File: src/rtl/multiplier_seq.sv
// multiplier_seq: WIDTH-cycle shift-and-add multiplier with start/ready/done handshake; `define MUL_SIGNED_EN adds signed_op.
module multiplier_seq #(
  parameter int WIDTH = 32
) (
  input  logic             clk,
  input  logic             reset,
  input  logic             start,
  input  logic [WIDTH-1:0] multiplicand,
  input  logic [WIDTH-1:0] multiplier,
`ifdef MUL_SIGNED_EN
  input  logic             signed_op,
`endif
  output logic [WIDTH-1:0] product_hi,
  output logic [WIDTH-1:0] product_lo,
  output logic             overflow,
  output logic             ready,
  output logic             done
);
  localparam int CW = $clog2(WIDTH + 1);
  typedef enum logic {IDLE, RUN} state_t;
  state_t state, state_next;
  logic [2*WIDTH-1:0] acc, step, prod;
  logic [WIDTH-1:0] mcand, a_mag, b_mag;
  logic [WIDTH:0] sum;
  logic [CW-1:0] cnt;
  logic accept, finish, ovf;
`ifdef MUL_SIGNED_EN
  logic neg_a, neg_b, sign_q, signed_q;
  always_comb begin
    neg_a = signed_op & multiplicand[WIDTH-1];
    neg_b = signed_op & multiplier[WIDTH-1];
    a_mag = neg_a ? -multiplicand : multiplicand;
    b_mag = neg_b ? -multiplier : multiplier;
    prod = sign_q ? -step : step;
    ovf = signed_q ? (prod[2*WIDTH-1:WIDTH] != {WIDTH{prod[WIDTH-1]}}) : (prod[2*WIDTH-1:WIDTH] != '0);
  end
  always_ff @(posedge clk)
    if (reset) begin
      sign_q <= 1'b0;
      signed_q <= 1'b0;
    end else if (accept) begin
      sign_q <= neg_a ^ neg_b;
      signed_q <= signed_op;
    end
`else
  always_comb begin
    a_mag = multiplicand;
    b_mag = multiplier;
    prod = step;
    ovf = prod[2*WIDTH-1:WIDTH] != '0;
  end
`endif
  // carry of the add lands in sum[WIDTH] and is shifted back into the top bit
  always_comb begin
    sum = {1'b0, acc[2*WIDTH-1:WIDTH]} + {1'b0, acc[0] ? mcand : '0};
    step = {sum, acc[WIDTH-1:1]};
    accept = (state == IDLE) && start;
    finish = (state == RUN) && (cnt == CW'(1));
    ready = state == IDLE;
    state_next = accept ? RUN : finish ? IDLE : state;
  end
  always_ff @(posedge clk)
    state <= reset ? IDLE : state_next;
  always_ff @(posedge clk)
    if (reset) begin
      acc <= '0;
      mcand <= '0;
      cnt <= '0;
      product_hi <= '0;
      product_lo <= '0;
      overflow <= 1'b0;
      done <= 1'b0;
    end else begin
      done <= finish;
      if (accept) begin
        mcand <= a_mag;
        acc <= {{WIDTH{1'b0}}, b_mag};
        cnt <= CW'(WIDTH);
      end else if (state == RUN) begin
        acc <= step;
        cnt <= cnt - CW'(1);
        if (finish) begin
          product_hi <= prod[2*WIDTH-1:WIDTH];
          product_lo <= prod[WIDTH-1:0];
          overflow <= ovf;
        end
      end
    end
endmodule

File: config.mk
export PLATFORM = sky130hd
export DESIGN_NAME = multiplier_seq
export DESIGN_NICKNAME = d
export VERILOG_FILES = /design/src/rtl/multiplier_seq.sv
export SDC_FILE = /design/constraint.sdc
export NUM_CORES = 1
export LEC_CHECK = 0
export ABC_AREA = 0
export CORE_ASPECT_RATIO = 1.2
export CORE_MARGIN = 5
export CORE_UTILIZATION = 54
export DETAILED_ROUTE_END_ITERATION = 6
export HOLD_SLACK_MARGIN = 0.05
export PLACE_DENSITY = 0.8
export SYNTH_ARGS = -nofsm -noshare
export SYNTH_HDL_FRONTEND = slang
export SYNTH_SLANG_ARGS = --single-unit
File: constraint.sdc
create_clock -name clk -period 4.6 [get_ports clk]
set_input_delay 0.46 -clock clk [delete_from_list [all_inputs] [get_ports clk]]
set_output_delay 0.46 -clock clk [all_outputs]
set_load 0.01 [all_outputs]
==> results_dict.tcl, run 1 <==
set metrics [dict create \
    status "complete, no violations" \
    timing.final.hold_violations 0 \
    final_critical_path_required_period_ps 3910 \
    synth.cell_area_sq_um 8350 \
    timing.final.setup_violations 0 \
    final_common_cell "nand2_1" \
    synth_top_cell_area_share_pct 40.5 \
    initial_antenna_violation_count 0 \
    boundaryPins 134 \
    cts_made_buffers 17 \
    final.fill_count 1295 \
    synth-main-ff-cell "dfxtp_1" \
    number_of_nets_with_antenna_violations_after_routing 0 \
    number_of_enable_type_register_cells_in_the_synthesized_netlist 0 \
    cp_cell_sequence "and2_1, ha_1, fa_1, a211oi_2, o21ai_1, nand3_1, a21oi_1, a2bb2oi_1, xnor2_1, or3b_2, nor4b_2, a21oi_1" \
    via_count_of_the_first_global_routing_pass 7707 \
    crit_slowest_cell "dfxtp_1" \
    layout.area.seq_sq_um 3390 \
    power-per-cell-area_nw_per_um2 315 \
    die_area_sq_um 18100 \
    timing.critical_path.required_ps 4930 \
    synth.avg_cell_area_sq_um 7.86 \
    hpwlAfterDp_mm 15.4 \
    core_box_area_sq_um 15100 \
    grt_setup_unrepaired "no" \
    clock_tree_from_tritoncts "yes" \
    setup-tns-final_ps 0 \
    place.port_buffers 133 \
    groute.usage.overall_pct 24.8 \
    crit_path_frequent_cell "a21oi_1" \
    netlist_top_cells_area "dfxtp_1 (41%), a21oi_1 (10%), nand2_1 (9.4%)" \
    clkSinkCount 169 \
    synth_sequential_area_ratio_pct 40.5 \
    cts_buffer_depth 2 \
    synth_cell_type_count 64 \
    synth_async_reset_ratio_pct 0 \
    drc 0 \
    worst-path-max-fanout 23 \
    root_driver "clkbuf_16" \
    grt_max_degree 69 \
    drtPass1Iterations 7 \
    worst_ep_arrival_ps 4240 \
    peakVddDrop_mv 0.266 \
    die_w_microns 124 \
    finalMaxSlewViolations 0 \
    post_cts.repair.setup_buffers 0 \
    final_min_period_over_clock_period_pct 85.1 \
    wirelength_mm 22.3 \
    grt_pass1_wl_mm 36.2 \
    wl_per_cell_microns 16.2 \
    grt.overflow.total 0 \
    pre_cts_slack_ps 716 \
    clk_transition_reported_paths_ps 70 \
    setup_slack_after_layout_ps 687 \
    vias_after_detailed_routing 7728 \
    clock_latency_ps 440 \
    gate_family_responsible_for_the_most_delay_along_the_worst_path "compound AO/OA/AOI/OAI gates" \
    maxCapViolations 0 \
    drt_iter0_drc 458 \
    slowest_cell_delay_on_critical_path_ps 820 \
    fp.dieH_microns 146 \
    criticalPathCategory "flip-flop to flip-flop" \
    tightestPinTransition_ps 1090 \
    hold_path.class "flip-flop to flip-flop" \
    num_rows 49 \
    syn-num-nets 1165 \
    p_leak_uw 0.00405 \
    synth_cells 1063 \
    fin_worst_skew_ps 12.8 \
    yosys.area.top_type "dfxtp_1" \
    antennaDiodeCount 0 \
    cts_hold_buffers 0 \
    setup.worst_path.end_class "flip-flop" \
    cp.buffers_inverters 0 \
    timing.critical_path.from_type "flip-flop" \
    multi_input_comb_area_sq_um 4700 \
    synth-seq-cells 169 \
    post_cts_resize_count 0 \
    num-nets-final 1258 \
    yosysWarningCount 0 \
    slew_headroom_pct 27.5 \
    via_per_inst 5.63 \
    achievable-frequency_mhz 256 \
    layout-drive-gt1-share_pct 5.30 \
    gp_congestion 0.917 \
    cts.htree.levels 4 \
    layout-area-overhead-vs-synth_pct 23.8 \
    most-common-layout-cells "nand2_1 (210), a21oi_1 (169), dfxtp_1 (168)" \
    fin_total_pwr_uw 3260 \
    floorplan.initialDensity_pct 55.4 \
    final_standard_cell_utilization_of_the_core_pct 68.6 \
]
[worst reg2reg max path, stage by stage (launching register included)]
cell and delay (ps):
dfxtp_1 820, and2_1 230, ha_1 190, fa_1 240, a211oi_2 100, o21ai_1 380
nand3_1 170, a21oi_1 310, a2bb2oi_1 340, xnor2_1 230, or3b_2 490, nor4b_2 230
a21oi_1 90
[flip-flops by register name, indices dropped and copies added (netlist names)]
name,cells
overflow,1
done,1
state,1
product_lo,32
acc,64
mcand,32
cnt,6
product_hi,32
[cells by family (layout without fill, tap and decap cells)]
kind of cell / count (synthesis) / in the layout / share of synthesized area, %
and+or+nand+nor: 443 / 443 / 23.1
adders and majority gates: 35 / 35 / 5.33
xor gates and xnor gates: 24 / 24 / 2.52
AOI/OAI and AO/OA: 258 / 258 / 18.1
muxes: 57 / 57 / 6.86
buffers and inverters: 77 / 183 / 3.62
DFF: 169 / 169 / 40.5
[cell usage after synthesis (2+ instances only)]
cell type / count
clkbuf_1: 54
a211oi_1: 12
a21oi_1: 169
o21ai_0: 18
nand2b_1: 3
and3b_1: 2
inv_1: 10
xnor2_1: 13
o211ai_1: 5
a31oi_1: 5
buf_2: 5
a21oi_2: 3
o21ai_1: 3
nor3_1: 11
buf_1: 7
o2111ai_1: 3
and3_1: 7
a21o_1: 11
and2_1: 37
nand3_1: 9
or3_1: 4
o21bai_1: 3
o31ai_1: 2
a211oi_2: 3
nor2_1: 137
mux2_2: 2
xor2_1: 11
dfxtp_1: 169
a2111oi_2: 2
a2111oi_0: 2
nand4_1: 4
ha_1: 34
or4_1: 3
nand2_1: 210
mux2i_1: 55
o21a_1: 4
nor2b_1: 3
and4_1: 2
[path summary, 6_finish.rpt]
path,slack [ps],end,startpoint,depth (start not counted)
max,690,overflow,acc[0],12
min reg2reg,450,product_hi[11],product_hi[11],2
max reg2reg,690,overflow,acc[0],12
min,450,product_hi[11],product_hi[11],2
[power by group]
| group | internal [uW] | switching (uW) |
|---|---|---|
| clock | 745 | 658 |
| sequential | 1510 | 45.0 |
| combinational | 142 | 162 |
[per-layer routing]
layer | vias up | GRT usage (%) | share of wire, %
li1 | 3822 | - | -
met1 | 3657 | 28.0 | 41
met2 | 211 | 44.0 | 51
met3 | 38 | 7.47 | 6.2
met4 | 0 | 7.98 | 2.1
met5 | - | 0 | 0
[final cells by class]
| type | count | share of cell area, % |
|---|---|---|
| Timing Repair Buffer | 141 | 13.4 |
| Tap cell | 204 | 2.47 |
| Clock buffer | 19 | 4.38 |
| Inverter | 10 | 0.363 |
| Sequential cell | 169 | 32.7 |
| Clock inverter | 13 | 1.22 |
| Multi-Input combinational cell | 817 | 45.4 |
[through the flow]
stage | std cells | instance area, sq um | hold slack [ps]
3_3_place_gp | 1341 | 9760 | 440
6_report | 1373 | 10300 | 453
3_5_place_dp | 1341 | 9760 | 442
4_1_cts | 1373 | 10300 | 452
2_1_floorplan | 1063 | 8350 | 432
5_1_grt | 1373 | 10300 | 470
(Power assumes the default switching activity.)
==> run 2: changes to the inputs <==
HOLD_SLACK_MARGIN = unset   (was 0.05)
==> results of run 2 <==
No change in the layout: final DEF, timing and power equal those of run 1.
